<file path="src/rtl/muon_coinc_tdc.sv">
// muon_coinc_tdc: multi-channel start coincidence, stop-channel TDC and a
// one-entry valid/ready measurement slot with saturating statistics.
//
// A start is a rising edge on every channel of start_mask, all seen within a
// WIN-cycle window counted from the first masked edge. The cycle the set
// completes is t0. The first rising edge on stop_sel after t0 posts the
// elapsed cycle count. If no stop edge arrives, a timeout record of TIMEOUT
// is posted once TIMEOUT cycles have elapsed.
//
// Optional build macro: MUON_DEADTIME_EN
//   When defined, each post is followed by DEAD cycles in which every edge is
//   ignored. When undefined, the FSM re-arms on the cycle after a post.
//
// Ports:
//   clk, rst_n        clock, asynchronous active-low reset
//   ch_in[NCH]        synchronised detector levels
//   start_mask[NCH]   channels that must all rise for a start
//   stop_sel          index of the stop channel
//   enable            arm acquisition; deassert aborts a running measurement
//   meas_data         elapsed cycles t0->stop, or TIMEOUT
//   meas_timeout      slot holds a timeout record
//   meas_valid        slot occupied
//   meas_ready        consumer accepts the slot
//   coinc_count       completed start coincidences (saturating)
//   timeout_count     timeout records generated (saturating)
//   drop_count        records lost to a full slot (saturating)
//   busy              FSM not idle
module muon_coinc_tdc #(
  parameter int unsigned NCH     = 4,
  parameter int unsigned WIN     = 4,
  parameter int unsigned TIMEOUT = 600,
  parameter int unsigned TDC_W   = 16,
  parameter int unsigned CNT_W   = 16,
  parameter int unsigned DEAD    = 16
) (
  input  logic                   clk,
  input  logic                   rst_n,
  input  logic [NCH-1:0]         ch_in,
  input  logic [NCH-1:0]         start_mask,
  input  logic [$clog2(NCH)-1:0] stop_sel,
  input  logic                   enable,
  output logic [TDC_W-1:0]       meas_data,
  output logic                   meas_timeout,
  output logic                   meas_valid,
  input  logic                   meas_ready,
  output logic [CNT_W-1:0]       coinc_count,
  output logic [CNT_W-1:0]       timeout_count,
  output logic [CNT_W-1:0]       drop_count,
  output logic                   busy
);

  // One counter serves the window, the elapsed time and the dead time, so it
  // is sized for the largest of the three.
  localparam int unsigned WIN_W  = $clog2(WIN + 1);
  localparam int unsigned DEAD_W = $clog2(DEAD + 1);
  localparam int unsigned TK_A   = (TDC_W > WIN_W) ? TDC_W : WIN_W;
  localparam int unsigned TK_W   = (TK_A > DEAD_W) ? TK_A : DEAD_W;

  typedef enum logic [1:0] {
    S_IDLE,
    S_GATHER,
    S_TIMING,
    S_DEAD
  } state_t;

  state_t           state, state_n;
  logic [NCH-1:0]   ch_prev;
  logic [NCH-1:0]   seen, seen_n;
  logic [TK_W-1:0]  cnt, cnt_n;

  logic [NCH-1:0]   rise_c;
  logic [NCH-1:0]   hit_c;
  logic [NCH-1:0]   seen_or_c;
  logic             coinc_inc_c;
  logic             post_c;
  logic             post_to_c;
  logic [TDC_W-1:0] post_data_c;

  // Edge detection runs in every state.
  assign rise_c = ch_in & ~ch_prev;
  assign hit_c  = rise_c & start_mask;

  // State, window/elapsed counter and coincidence accumulator.
  always_ff @(posedge clk or negedge rst_n) begin
    if (!rst_n) begin
      state   <= S_IDLE;
      ch_prev <= '0;
      seen    <= '0;
      cnt     <= '0;
      busy    <= 1'b0;
    end else begin
      state   <= state_n;
      ch_prev <= ch_in;
      seen    <= seen_n;
      cnt     <= cnt_n;
      busy    <= (state_n != S_IDLE);
    end
  end

  // Next-state logic and post generation.
  always_comb begin
    state_n     = state;
    seen_n      = seen;
    cnt_n       = cnt;
    seen_or_c   = seen | hit_c;
    coinc_inc_c = 1'b0;
    post_c      = 1'b0;
    post_to_c   = 1'b0;
    post_data_c = '0;

    case (state)
      S_IDLE: begin
        if (enable && (start_mask != '0) && (hit_c != '0)) begin
          seen_n = hit_c;
          if (hit_c == start_mask) begin
            state_n     = S_TIMING;
            cnt_n       = TK_W'(1);
            coinc_inc_c = 1'b1;
          end else begin
            state_n = S_GATHER;
            cnt_n   = TK_W'(1);
          end
        end
      end

      S_GATHER: begin
        seen_n = seen_or_c;
        if (!enable) begin
          state_n = S_IDLE;
        end else if ((start_mask != '0) && (seen_or_c == start_mask)) begin
          state_n     = S_TIMING;
          cnt_n       = TK_W'(1);
          coinc_inc_c = 1'b1;
        end else if (cnt >= TK_W'(WIN)) begin
          state_n = S_IDLE;
        end else begin
          cnt_n = cnt + TK_W'(1);
        end
      end

      // cnt holds the elapsed cycles since t0 for the current cycle; the t0
      // cycle itself never reaches this state, so a stop edge there is ignored.
      S_TIMING: begin
        if (!enable) begin
          state_n = S_IDLE;
        end else if (cnt >= TK_W'(TIMEOUT)) begin
          post_c      = 1'b1;
          post_to_c   = 1'b1;
          post_data_c = TDC_W'(TIMEOUT);
        end else if (rise_c[stop_sel]) begin
          post_c      = 1'b1;
          post_data_c = TDC_W'(cnt);
        end else begin
          cnt_n = cnt + TK_W'(1);
        end
      end

      S_DEAD: begin
        if (!enable || (cnt >= TK_W'(DEAD))) begin
          state_n = S_IDLE;
        end else begin
          cnt_n = cnt + TK_W'(1);
        end
      end

      default: state_n = S_IDLE;
    endcase

    // Where the FSM goes after a measurement has been posted.
    if (post_c) begin
`ifdef MUON_DEADTIME_EN
      state_n = (DEAD == 0) ? S_IDLE : S_DEAD;
      cnt_n   = TK_W'(1);
`else
      state_n = S_IDLE;
`endif
    end
  end

  // One-entry output slot; a post that meets a simultaneous accept replaces it.
  always_ff @(posedge clk or negedge rst_n) begin
    if (!rst_n) begin
      meas_data    <= '0;
      meas_timeout <= 1'b0;
      meas_valid   <= 1'b0;
      drop_count   <= '0;
    end else if (post_c) begin
      if (!meas_valid || meas_ready) begin
        meas_data    <= post_data_c;
        meas_timeout <= post_to_c;
        meas_valid   <= 1'b1;
      end else if (drop_count != '1) begin
        drop_count <= drop_count + CNT_W'(1);
      end
    end else if (meas_valid && meas_ready) begin
      meas_valid <= 1'b0;
    end
  end

  // Saturating coincidence and timeout statistics.
  always_ff @(posedge clk or negedge rst_n) begin
    if (!rst_n) begin
      coinc_count   <= '0;
      timeout_count <= '0;
    end else begin
      if (coinc_inc_c && (coinc_count != '1)) begin
        coinc_count <= coinc_count + CNT_W'(1);
      end
      if (post_c && post_to_c && (timeout_count != '1)) begin
        timeout_count <= timeout_count + CNT_W'(1);
      end
    end
  end

endmodule

</file>
<file path="config.mk">
export PLATFORM = sky130hd
export DESIGN_NAME = muon_coinc_tdc
export DESIGN_NICKNAME = d
export VERILOG_FILES = /design/src/rtl/muon_coinc_tdc.sv
export SDC_FILE = /design/constraint.sdc
export NUM_CORES = 1
export LEC_CHECK = 0
export CAP_MARGIN = 20
export CORE_MARGIN = 2
export CORE_UTILIZATION = 65
export CTS_BUF_LIST = sky130_fd_sc_hd__clkbuf_8 sky130_fd_sc_hd__clkbuf_16
export CTS_CLUSTER_DIAMETER = 120
export DETAILED_ROUTE_END_ITERATION = 10
export DONT_BUFFER_PORTS = 1
export PLACE_DENSITY = 0.78
export SLEW_MARGIN = 20
export SYNTH_ARGS = -nofsm -noshare
export SYNTH_HDL_FRONTEND = slang
export SYNTH_SLANG_ARGS = --single-unit
</file>
<file path="constraint.sdc">
create_clock -name clk -period 6.1 [get_ports clk]
set_input_delay 0.61 -clock clk [delete_from_list [all_inputs] [get_ports clk]]
set_output_delay 0.61 -clock clk [all_outputs]
set_load 0.05 [all_outputs]
</file>
==> metrics.yaml, run 1 <==
critical_path:
  path_max_fanout: 18
  crit_arrival_ns: 3.30
  crit_start: "cnt[10]"
  critical-path-max-stage-delay_ns: 0.66
  cp-start-kind: "flop"
  criticalPathCategory: "flop to flop"
  r2r_end: "cnt[4]"
  cp_common_cell: "nand2_1"
  cp_cell_sequence: "nor4_1 > nand2_1 > a22oi_2 > nand2_1 > a21oi_4 > or2_1 > a32o_1"
  slowest_stage: "or2_1"
  critPathCaptureType: "flop"
  reg2reg_depth: 7
  r2r_slack_ns: 3.08
  r2r_start: "cnt[10]"
  cp.required_ns: 6.38
yosys:
  ys_seq_area_share_pct: 51.7
  synthMuxAreaShare_pct: 1.25
  synthFlopType: "dfrtp_1"
  synth_compound_area_share_pct: 13.5
  postSynthAreaPerCell_um2: 11.1
  synthXorXnorAreaFrac_pct: 8.76
  syn_area_mm2: 0.00450
  synth-simple-area-share_pct: 19.7
  yosysWarnings: 0
  syn-instance-count: 405
  synth_cell_type_count: 58
  synth.net_count: 424
  synth_adder_area_share_pct: 1.39
  synth_top_family_by_area: "simple AND/OR/NAND/NOR gates"
  synth-async-reset-ratio_pct: 100
  ys_seq_elements: 93
  synth_edf_count: 0
floorplanning:
  rows: 30
  die_w_um: 87.2
  fp.dieH_um: 87.2
  coreArea_mm2: 0.00676
  io_pins: 81
  die_area_mm2: 0.00760
  start_util_pct: 66.6
timing:
  period_share_pct: 49.5
  rsz0062_at_grt: "false"
  tightest_slew_ns: 0.749
  finalSetupViolCount: 0
  slew_viol_final: 0
  fin_setup_tns_ns: 0
  fmax_mhz: 331
  final-hold-violation-count: 0
  fin_crit_ns: 3.02
  clock_skew_ns: 0.0157
  slew_headroom_pct: 50.1
clock_network:
  numCtsBuffers: 9
  clockBufferDepth: 2
  cts_tree: "built"
  h-tree-depth: 3
  root_buffer: "clkbuf_8"
  worstSkewPairLatency_ns: 0.35
  cts_sinks: 93
  cts_setup_buffers: 0
  cts.clk_slew.worst_paths_ns: 0.11
outcome:
  status: "finished, final reports clean"
power:
  p_total_mw: 1.48
  leakage_nw: 2.15
  vdd_ir_drop_max_mv: 0.197
  p_per_area_mw_per_mm2: 313
detailed_routing:
  first_pass_iters: 4
  vias: 3094
  viasPerCell: 6.37
  drcViolationCount: 0
  finalWirelength_um: 8310
  wl_per_cell_um: 17.1
  drt-initial-drc-count: 214
  postRouteAntennaNets: 0
global_routing:
  grt_max_degree: 94
  grt_pass1_vias: 3007
  grt.total_usage_pct: 23.4
  grt_pass1_wl_um: 14200
  antenna_found_initial: 0
  overflow: 0
layout:
  nFillCells: 492
  drive_gt1_share_pct: 11.1
  nets: 420
  fin_util_pct: 70.1
  area_growth_pct: 5.34
  diodes: 0
placed_design:
  gp_congestion: 0.842
  detailed_place_hpwl_um: 5810
  io_buffers: 0
run:
  drv_cap: 0
min_path:
  hold_path.class: "input pin to asynchronous set/reset pin"
==> per-layer routing <==
metal	vias up	track usage, %	part of all wire [%]
met4	0	5.59	0.54
met2	96	36.3	49
met1	1549	32.8	46
met5	-	0	0
li1	1447	-	-
met3	2	7.01	4.9
==> how the worst max path moves through the flow <==
stage	to	slack [ns]
2_1_floorplan	cnt[10]	3.76
5_1_grt	cnt[11]	2.90
4_1_cts	cnt[4]	2.93
6_report	cnt[4]	3.08
3_5_place_dp	cnt[6]	2.81
3_3_place_gp	cnt[8]	2.90
==> cells in the final DEF (no fill, tap or decap), drive strengths merged, types with 8 or more instances in the layout <==
cell | synthesis | routed
and2 | 12 | 12
a22oi | 10 | 10
and3 | 15 | 15
nand3 | 29 | 29
inv | 16 | 20
nand4 | 16 | 16
nand2 | 34 | 34
xor2 | 8 | 8
nor2 | 15 | 15
dfrtp | 93 | 93
nand2b | 9 | 9
xnor2 | 37 | 37
clkbuf | 9 | 9
==> synthesized netlist by cell type, drive strengths merged (8+ instances only) <==
library cell   n  area share [%]
clkbuf         9            0.75
nand4         16             2.2
xnor2         37             7.2
inv           16             1.3
and3          15             2.1
nand2         34             2.8
nor2          15             1.3
and2          12             1.7
xor2           8             1.6
a22oi         10             2.6
nand2b         9             1.3
buf            8             1.5
nand3         29             3.2
dfrtp         93              52
==> worst max-delay path, delay by kind of cell, from the launching register on <==
family,cells,cell delay (ns)
compound gates,3,1.01
flops,1,0.42
simple gates,4,1.52
==> report_power, final <==
part | internal (mW) | total [mW] | switching (mW)
Clock | 0.163 | 0.400 | 0.237
Combinational | 0.0937 | 0.225 | 0.131
Sequential | 0.670 | 0.858 | 0.188
Total | 0.927 | 1.48 | 0.556
==> stage by stage <==
stage	instances	cell area, um^2	setup WS [ns]	hold slack (ns)
6_report	486	4740	3.08	0.159
5_1_grt	486	4740	2.90	0.165
4_1_cts	485	4720	2.93	0.175
3_5_place_dp	468	4500	2.81	0.316
3_3_place_gp	468	4500	2.90	0.317
2_1_floorplan	405	4500	3.76	0.314
==> cell type report <==
class                           count  area, um^2  area share (%)
Clock buffer                        9         124            2.61
Multi-Input combinational cell    279        2020            42.6
Clock inverter                      7        73.8            1.56
Inverter                           16        60.1            1.27
Timing Repair Buffer                2        35.0           0.739
Tap cell                           80         100            2.11
Sequential cell                    93        2330            49.1
==> kinds of logic (layout without fill, tap and decap cells) <==
family / after synthesis / in the layout
AO/OA/AOI/OAI: 64 / 64
XOR/XNOR: 45 / 45
adder cells (fa/ha/maj): 5 / 5
buffers and inverters: 33 / 34
flip-flops: 93 / 93
multiplexers: 4 / 4
AND/OR/NAND/NOR: 161 / 161
==> sequential cells by signal, summed over array words and instances, names as in the netlist <==
name           flops
cnt               16
coinc_count       16
drop_count        16
meas_data         16
timeout_count     16
ch_prev            4
seen               4
state              2
busy               1
meas_timeout       1
meas_valid         1
==> repair_timing <==
item,in CTS,in global routing
hold buffers,1,0
endpoints found under the hold margin,93,0
endpoints found under the setup margin,0,0
resized for setup,0,0
Note: power is estimated with default switching activity, not from simulation.
==> run 2, diff against run 1 <==
CORE_UTILIZATION = 57   (was 65)
PLACE_DENSITY = 0.72   (was 0.78)
clock period = 2.6 ns   (was 6.1 ns; I/O delays follow)
==> metrics.yaml, run 2 (synthesis gave the netlist of run 1 again) <==
timing:
  fmax_mhz: 404  # +22%
  fin_crit_ns: 2.47  # -0.545 ns
  slew_headroom_pct: 49.2  # -0.94 points
  rsz0062_at_grt: "false"
  final-hold-violation-count: 0  # unchanged
  slew_viol_final: 0  # unchanged
  clock_skew_ns: 0.0124  # -0.00325 ns
  tightest_slew_ns: 0.758  # +0.00955 ns
  hold_slack_ns: 0.116  # -0.0432 ns
  fin_setup_tns_ns: 0  # unchanged
  finalSetupViolCount: 0  # unchanged
  period_share_pct: 95.1  # +46 points
min_path:
  holdPathStages: 2
  min_from: "enable"
  hold_path.class: "input pin to flop"
  holdPathEnd: "state[1]"
detailed_routing:
  wl_per_cell_um: 16.9  # -1.2%
  drt-initial-drc-count: 195  # -8.9%
  vias: 3348  # +8.2%
  postRouteAntennaNets: 0  # unchanged
  viasPerCell: 5.93  # -6.9%
  finalWirelength_um: 9550  # +15%
  first_pass_iters: 4  # unchanged
  drcViolationCount: 0  # unchanged
power:
  vdd_ir_drop_max_mv: 0.470  # +140%
  leakage_nw: 2.46  # +14%
  p_total_mw: 3.66  # +150%
  p_per_area_mw_per_mm2: 700  # +120%
clock_network:
  cts_sinks: 93  # unchanged
  cts_tree: "built"
  cts-resized-gates: 0  # unchanged
  clockBufferDepth: 2  # unchanged
  numCtsBuffers: 9  # unchanged
  cts.clk_slew.worst_paths_ns: 0.10  # about the same
  h-tree-depth: 3  # unchanged
  root_buffer: "clkbuf_8"
  worstSkewPairLatency_ns: 0.37  # +0.02 ns
critical_path:
  r2r_end: "drop_count[15]"
  r2r_slack_ns: 0.13  # -2.96 ns
  r2r_start: "ch_prev[1]"
  cp-start-kind: "flop"
  path_max_fanout: 7  # -11
  reg2reg_depth: 7  # unchanged
  crit_arrival_ns: 2.70  # -0.60 ns
  critPathCaptureType: "flop"
  cp.required_ns: 2.83  # -3.55 ns
  criticalPathCategory: "flop to flop"
floorplanning:
  rows: 32  # +6.7%
  coreArea_mm2: 0.00769  # +14%
  io_pins: 81  # unchanged
  die_area_mm2: 0.00862  # +13%
  die_w_um: 92.8  # +6.5%
  start_util_pct: 58.5  # -8.1 points
  fp.dieH_um: 92.8  # +6.5%
global_routing:
  grt.total_usage_pct: 23.2  # -0.24 points
  overflow: 0  # unchanged
  antenna_found_initial: 0  # unchanged
  grt_max_degree: 94  # unchanged
  grt_pass1_wl_um: 16000  # +13%
  grt_pass1_vias: 3440  # +14%
layout:
  nets: 477  # +14%
  diodes: 0  # unchanged
  layout_commonest_cell: "dfrtp_1"
  area_growth_pct: 16.2
  final_cell_mix: "dfrtp_1, buf_4, xnor2_1, nand2_1, nand3_1"
  nFillCells: 597  # +21%
  fin_util_pct: 68.0  # -2.2 points
  drive_gt1_share_pct: 21.0  # +9.9 points
run:
  drv_cap: 0  # unchanged
placed_design:
  gp_congestion: 0.856  # +1.7%
  io_buffers: 0  # unchanged
  detailed_place_hpwl_um: 6780  # +17%
outcome:
  status: "finished, final reports clean"
-- run 2: cell types whose count changed in the layout (fill, tap and decap cells not counted), sizes merged --
cell,delta
buf,+52
clkinv,-1
dlygate4sd3,+5
clkbuf,+1
-- run 2: area by class of cell --
| type | instances | area, um^2 | share of cell area (%) |
|---|---|---|---|
| timing repair buffer | 59 | 500 | 9.58 |
| tap | 102 | 128 | 2.44 |
| clock buffer | 10 | 138 | 2.63 |
| inverter | 16 | 60.1 | 1.15 |
| multi-input combinational | 279 | 2010 | 38.5 |
| sequential | 93 | 2330 | 44.5 |
| clock inverter | 6 | 62.6 | 1.20 |
-- run 2: stage by stage --
stage / area (um^2) / setup slack (ns) / std cells
detailed placement: 4950 / 0.151 / 543
global route: 5230 / 0.00610 / 565
finish: 5230 / 0.128 / 565
CTS: 5230 / 0.130 / 565
global placement: 4950 / 0.174 / 543
floorplan: 4500 / 0.330 / 405
-- run 2: worst max-delay path by stage --
| stage | from | endpoint | slack [ns] | cells after the start |
|---|---|---|---|---|
| after global routing | ch_prev[3] | drop_count[15] | 0.006 | 7 |
| after CTS | ch_prev[1] | drop_count[15] | 0.13 | 7 |
| after detailed placement | ch_prev[3] | drop_count[15] | 0.15 | 7 |
| after floorplan | timeout_count[8] | timeout_count[9] | 0.33 | 7 |
| final | ch_prev[1] | drop_count[15] | 0.13 | 7 |
| after global placement | ch_prev[3] | drop_count[15] | 0.17 | 7 |
-- run 2: where the power goes --
| part | leakage [nW] | switching, mW | total [mW] | internal (mW) |
|---|---|---|---|---|
| Sequential | 1.26 | 0.271 | 1.85 | 1.58 |
| Combinational | 1.09 | 0.519 | 0.848 | 0.328 |
| Clock | 0.104 | 0.557 | 0.961 | 0.404 |
-- run 2: what timing repair did --
item	in CTS	in global routing
hold endpoints to repair	97	0
setup buffers	0	0
hold buffers	6	0
-- run 2: worst max-delay path, stage by stage (launching register included) --
cell and delay (ns):
dfrtp_1 0.38, nand2b_1 0.19, mux4_2 0.49, nand2b_1 0.23, a21oi_2 0.35, and3_1 0.37
nand4_1 0.17, xnor2_1 0.16
-- run 2: per-layer routing --
layer	global-route usage (%)	up-vias	routed length, um
met1	30.0	1640	4080
met3	6.51	17	686
met4	9.31	0	183
met5	0	-	0
li1	-	1575	-
met2	37.0	116	4600
==> run 3, diff against run 2 <==
SLEW_MARGIN = not set   (was 20)
==> results of run 3 <==
No change in the layout: final DEF, timing and power equal those of run 2.
